<file path="src/rtl/comparator_seq.sv">
// comparator_seq: sequential MSB-first magnitude comparator.
// Walks two WIDTH-bit operands DIGIT bits per clock and stops at the first
// differing digit. Signed mode flips both sign bits at capture, so the
// unsigned digit walk yields two's-complement order.
//
// Handshake: start is sampled only while idle (busy=0). The accepting edge
// raises busy and clears gto/lto/eqo. The deciding edge drops busy and
// raises done for exactly one cycle. The result flags hold until the next
// accepted start.
module comparator_seq #(
  parameter int WIDTH = 16,
  parameter int DIGIT = 4
) (
  input  logic             clk,
  input  logic             rst_n,
  input  logic             start,
  input  logic             signed_mode,
  input  logic [WIDTH-1:0] num1,
  input  logic [WIDTH-1:0] num2,
  output logic             busy,
  output logic             done,
  output logic             gto,
  output logic             lto,
  output logic             eqo,
  output logic             dbg_state_o
);

  localparam int N  = WIDTH / DIGIT;
  localparam int CW = (N > 1) ? $clog2(N) : 1;
  localparam logic [WIDTH-1:0] MSB_MASK = {1'b1, {(WIDTH-1){1'b0}}};
  localparam logic [CW-1:0]    LAST_DIGIT = CW'(N - 1);

  typedef enum logic {
    S_IDLE    = 1'b0,
    S_COMPARE = 1'b1
  } state_e;

  state_e           state_q;
  logic [WIDTH-1:0] a_q, b_q;
  logic [CW-1:0]    cnt_q;
  logic             busy_q, done_q, gto_q, lto_q, eqo_q;

  // Current digit under test: the top DIGIT bits of each shift register.
  logic [DIGIT-1:0] a_top, b_top;
  assign a_top = a_q[WIDTH-1 -: DIGIT];
  assign b_top = b_q[WIDTH-1 -: DIGIT];

  // Control FSM with registered handshake and result flags.
  always_ff @(posedge clk) begin
    if (!rst_n) begin
      state_q <= S_IDLE;
      a_q     <= '0;
      b_q     <= '0;
      cnt_q   <= '0;
      busy_q  <= 1'b0;
      done_q  <= 1'b0;
      gto_q   <= 1'b0;
      lto_q   <= 1'b0;
      eqo_q   <= 1'b0;
    end else begin
      done_q <= 1'b0;
      case (state_q)
        S_IDLE: begin
          if (start) begin
            a_q     <= signed_mode ? (num1 ^ MSB_MASK) : num1;
            b_q     <= signed_mode ? (num2 ^ MSB_MASK) : num2;
            cnt_q   <= '0;
            gto_q   <= 1'b0;
            lto_q   <= 1'b0;
            eqo_q   <= 1'b0;
            busy_q  <= 1'b1;
            state_q <= S_COMPARE;
          end
        end
        S_COMPARE: begin
          if (a_top > b_top) begin
            gto_q   <= 1'b1;
            busy_q  <= 1'b0;
            done_q  <= 1'b1;
            state_q <= S_IDLE;
          end else if (a_top < b_top) begin
            lto_q   <= 1'b1;
            busy_q  <= 1'b0;
            done_q  <= 1'b1;
            state_q <= S_IDLE;
          end else if (cnt_q == LAST_DIGIT) begin
            eqo_q   <= 1'b1;
            busy_q  <= 1'b0;
            done_q  <= 1'b1;
            state_q <= S_IDLE;
          end else begin
            a_q   <= a_q << DIGIT;
            b_q   <= b_q << DIGIT;
            cnt_q <= cnt_q + CW'(1);
          end
        end
        default: state_q <= S_IDLE;
      endcase
    end
  end

  assign busy        = busy_q;
  assign done        = done_q;
  assign gto         = gto_q;
  assign lto         = lto_q;
  assign eqo         = eqo_q;
  assign dbg_state_o = state_q;

endmodule

</file>
<file path="config.mk">
export PLATFORM = sky130hd
export DESIGN_NAME = comparator_seq
export DESIGN_NICKNAME = d
export VERILOG_FILES = /design/src/rtl/comparator_seq.sv
export SDC_FILE = /design/constraint.sdc
export NUM_CORES = 1
export LEC_CHECK = 0
export CORE_AREA = 4 4 66 68
export DETAILED_ROUTE_END_ITERATION = 10
export DIE_AREA = 0 0 70 72
export PLACE_DENSITY = 0.82
export SLEW_MARGIN = 20
export SYNTH_ARGS = -nofsm -noshare
export SYNTH_HDL_FRONTEND = slang
export SYNTH_SLANG_ARGS = --single-unit
export TNS_END_PERCENT = 100
</file>
<file path="constraint.sdc">
create_clock -name clk -period 5.7 [get_ports clk]
set_input_delay 1.14 -clock clk [delete_from_list [all_inputs] [get_ports clk]]
set_output_delay 1.14 -clock clk [all_outputs]
set_load 0.01 [all_outputs]
</file>
; After elaboration in Yosys (flattened, before gate mapping)
; Cells that the tools add are included.
[classes]
reduce_logical = 6
mux = 40
bitwise = 3
n_lt_le_gt_ge = 2
addsub = 1
n_eq_ne = 9
[op_table]
columns = operator, n
row1 = 16-bit two-way mux, 10
row2 = 16-bit case mux with 2 select lines, 2
row3 = 1-bit two-way mux, 18
row4 = 1-bit case mux with 2 select lines, 5
row5 = 2-bit two-way mux, 4
row6 = "2-bit inequality test, second input constant", 4
row7 = 4-bit AND reduction, 2
row8 = "2-bit by 1-bit inequality test with 1-bit output, second input constant", 3
row9 = 2-bit AND reduction, 3
row10 = 4-bit greater-than comparator, 1
row11 = 4-bit less-than comparator, 1
row12 = "4-bit by 1-bit inequality test with 1-bit output, second input constant", 1
row13 = 2-bit case mux with 2 select lines, 1
row14 = 1-bit NOT, 3
row15 = 3-bit AND reduction, 1
row16 = "2-bit by 1-bit adder with 2-bit output, second input constant", 1
row17 = "2-bit == test, second input constant", 1
[word_totals]
register_bits = 40
input_bits = 36

; Longest topological paths before layout
[logic_depth]
word_depth = 5
depth_mapped = 8
depth_no_buf = 6

; Least setup slack after synthesis
; OpenSTA, ideal clock, no wires.
[synth_path]
kind = in2reg
start = input port start
end = register b_q[10]
path_buffers = 1
t_arrival_ns = 1.853
stages = 4
setup_slack_ns = 3.731
cell_sequence = nor2b_1 clkbuf_1 o21ai_0 o211a_1
[synth_via]
elab_chain_cells = 2
[synth_rtl]
columns = element, line
row1 = "start, declared", 16  ; input logic start,
row2 = 2-bit inequality test (no line), -
row3 = 4-bit AND reduction (no line), -
row4 = "end signal, assigned", 66  ; b_q <= signed_mode ? (num2 ^ MSB_MASK) : num2;
row5 = "end signal, assigned", 93  ; b_q <= b_q << DIGIT;
row6 = "end, declared", 39  ; logic [WIDTH-1:0] a_q, b_q;
; No other way between the ends.
; A chain may end at the register's enable or synchronous reset.

; Worst setup path in the final report
[layout_path]
start = input port start
end = register b_q[6]
; Same word-level chain as after synthesis.

==> metrics.txt <==
status finished clean; Hold Path Depth 2; core area 3860 um^2; worst skew pair latency 0.29 ns; WP data required 5.88 ns; Fin Hold WS 0.462 ns; FP Rows 23; Vias/cell 5.48; clk buf depth 2; Worst VDD drop 0.162 mV; CP Launch Type input pin; Seq/Total Area, Yosys 0.400; GRT overflow 0; htree depth 2; pwr dens 293 nW/um^2; CTS tree yes; Yosys top cell by area dfxtp_1; final max-slew violation count 0; Area Growth Syn to Fin 25.5%; first-pass GRT wire length 7.39 mm; WP depth 4; synth top area cells dfxtp_1 (40%), o211a_1 (12%), mux2i_1 (11%), o21ai_0 (7.3%), a21boi_0 (3.8%); fin util 0.651; ANT cells 0; Post-synth top cells dfxtp_1 (40), o21ai_0 (29), o211a_1 (23); via count 1,574; Leak Pwr 1.11 nW; fin nets 277; Net Sw Power 0.000195 W; Post-Syn Area 2000 um^2; DRC Markers 0; Post-synth EDFFs 0; Critical path buffers and inverters 1; vias in the first global route 1,558; worst reg2reg startpoint dbg_state_o; Slowest-stage cell, CP nand2b_1; Final setup violation count 0; port bufs 41; fraction of layout instances using a drive strength above 1 0.0633; clk sinks 40; Reg-to-Reg End b_q[13]; P_int 0.000541 W; post-cts sizing count 0; Clock Skew 0.00824 ns; Die H 72 um; logic gate share of total power 0.221; Max-Cap Viols 0; die area 5040 um^2; Worst slew margin 0.312; post-synth cell types 33; unrepaired setup endpoints after global routing false; Final GP Congestion 0.742; dpl cells 279; hold crit path type reg2reg; CTS buffer count 5; biggest cell delay along the critical path 0.46 ns; Synth Area per Inst 9.86 um^2; Post-Syn Nets 244; most frequent cell after synthesis dfxtp_1; clk root buf clkbuf_8; Hold Buf Count CTS 0; #FFs+latches synth 40; WL final 4.36 mm; Die Wd 70 um; DPL Wire Length 2.77 mm; asr flop ratio synth 0; Post-CTS Repair Setup Buffers 0; Post-DRT Antenna Nets 0; non-filler cells, final 287; critical path peak fanout 26; CP delay by family, top simple AND/OR/NAND/NOR gates; Hold Vio Cnt, Final 0; crit share post-route 0.417; Yosys top cell area share 0.400; worst slew pin tran 1.03 ns; Initial Utilization 0.519; worst-path cell chain clkdlybuf4s50_1, nand2b_1, nand2_8, o211a_1; R2R setup slack 3.33 ns; FMAX 421 MHz; initial antenna violation count 0; Period minus WS final 2.38 ns; DRT iter0 DRCs 166; final setup TNS 0 ns; Crit. End Element flip-flop; cells on worst reg2reg path 5; Syn Inst Count 203; GRT Total Usage 0.180; CP startpoint start; pin count of the biggest net entering global routing 45; Switching Share 0.264; io pins 42; critical path class in2reg; Worst Setup EP b_q[6]; share of power burned in registers 0.438; TritonRoute pass-1 iters 4; main flop type after synthesis dfxtp_1; Synth warnings 0; clock power share 0.341; clock transition at the registers of the reported paths 0.07 ns; WL/cell 15.2 um; Worst EP arrival 2.56 ns
==> power groups by stage <==
stage	clock network (W)	logic, W	registers [W]
3_3_place_gp	0	0.000158	0.000328
2_1_floorplan	0	0.000118	0.000325
4_1_cts	0.000254	0.000163	0.000322
3_5_place_dp	0	0.000162	0.000328
5_1_grt	0.000265	0.000180	0.000326
6_report	0.000251	0.000163	0.000322
==> cells by family (layout without fill, tap and decap cells) <==
logic type,after synthesis,in the layout,share of synthesized area
AND/OR/NAND/NOR,38,38,0.105
adder cells (fa/ha/maj),5,5,0.0313
buffers and inverters,23,57,0.0650
XOR/XNOR,2,2,0.00876
flip-flops,40,40,0.400
AO/OA/AOI/OAI,73,73,0.280
multiplexers,22,22,0.110
==> metal layers <==
layer	global-route usage	vias up	routed length [um]
met5	0	-	0
met4	0.0596	0	55
met2	0.300	24	2170
met1	0.233	739	2010
li1	-	804	-
met3	0.0374	7	127
==> how the worst min path moves through the flow <==
stage | startpoint | to | slack [ns]
global placement | b_q[15] | b_q[15] | 0.44
detailed placement | a_q[15] | a_q[15] | 0.46
floorplan | b_q[15] | b_q[15] | 0.44
CTS | b_q[15] | b_q[15] | 0.47
finish | b_q[15] | b_q[15] | 0.46
global route | b_q[15] | b_q[15] | 0.48
==> final cells by class <==
| cell class | count | area, um^2 |
|---|---|---|
| fillers | 337 | 1350 |
| multi-input cells | 140 | 1070 |
| flip-flops and latches | 40 | 801 |
| repair buffers | 44 | 433 |
| clock buffers | 7 | 96.3 |
| well taps | 50 | 62.6 |
| clock inverters | 1 | 30.0 |
| inverters | 5 | 18.8 |
==> stage by stage <==
stage	setup slack [ns]	instance area [um^2]	total power (W)
after floorplan	3.73	2000	0.000442
after global placement	3.09	2380	0.000485
after detailed placement	3.04	2380	0.000490
after CTS	3.35	2510	0.000740
after global routing	3.14	2510	0.000771
final	3.32	2510	0.000736
==> registers in the layout, indices dropped and copies added (netlist names) <==
| name | count |
|---|---|
| busy | 1 |
| a_q | 16 |
| cnt_q | 2 |
| done | 1 |
| dbg_state_o | 1 |
| gto | 1 |
| eqo | 1 |
| lto | 1 |
| b_q | 16 |
==> placed cells by master, fill, tap and decap left out, types with 2 or more instances in the layout <==
master           netlist  routed
nand2_1               19      19
a21boi_0              10      10
clkbuf_8               0       7
a21oi_1                2       2
buf_4                  1       3
mux2i_1               22      22
o211a_1               23      23
clkdlybuf4s50_1        0      41
nand3b_1               2       2
o211ai_1               2       2
a21o_1                 2       2
nand3_1                9       9
o21ai_0               29      29
nand2b_1               3       3
dfxtp_1               40      40
xnor2_1                2       2
ha_1                   5       5
inv_1                  5       5
==> tightest hold or removal path, stage by stage, from the launching register on <==
cell	delay (ns)
dfxtp_1	0.31
nand2_1	0.05
o21ai_0	0.06
(Power assumes the default switching activity.)
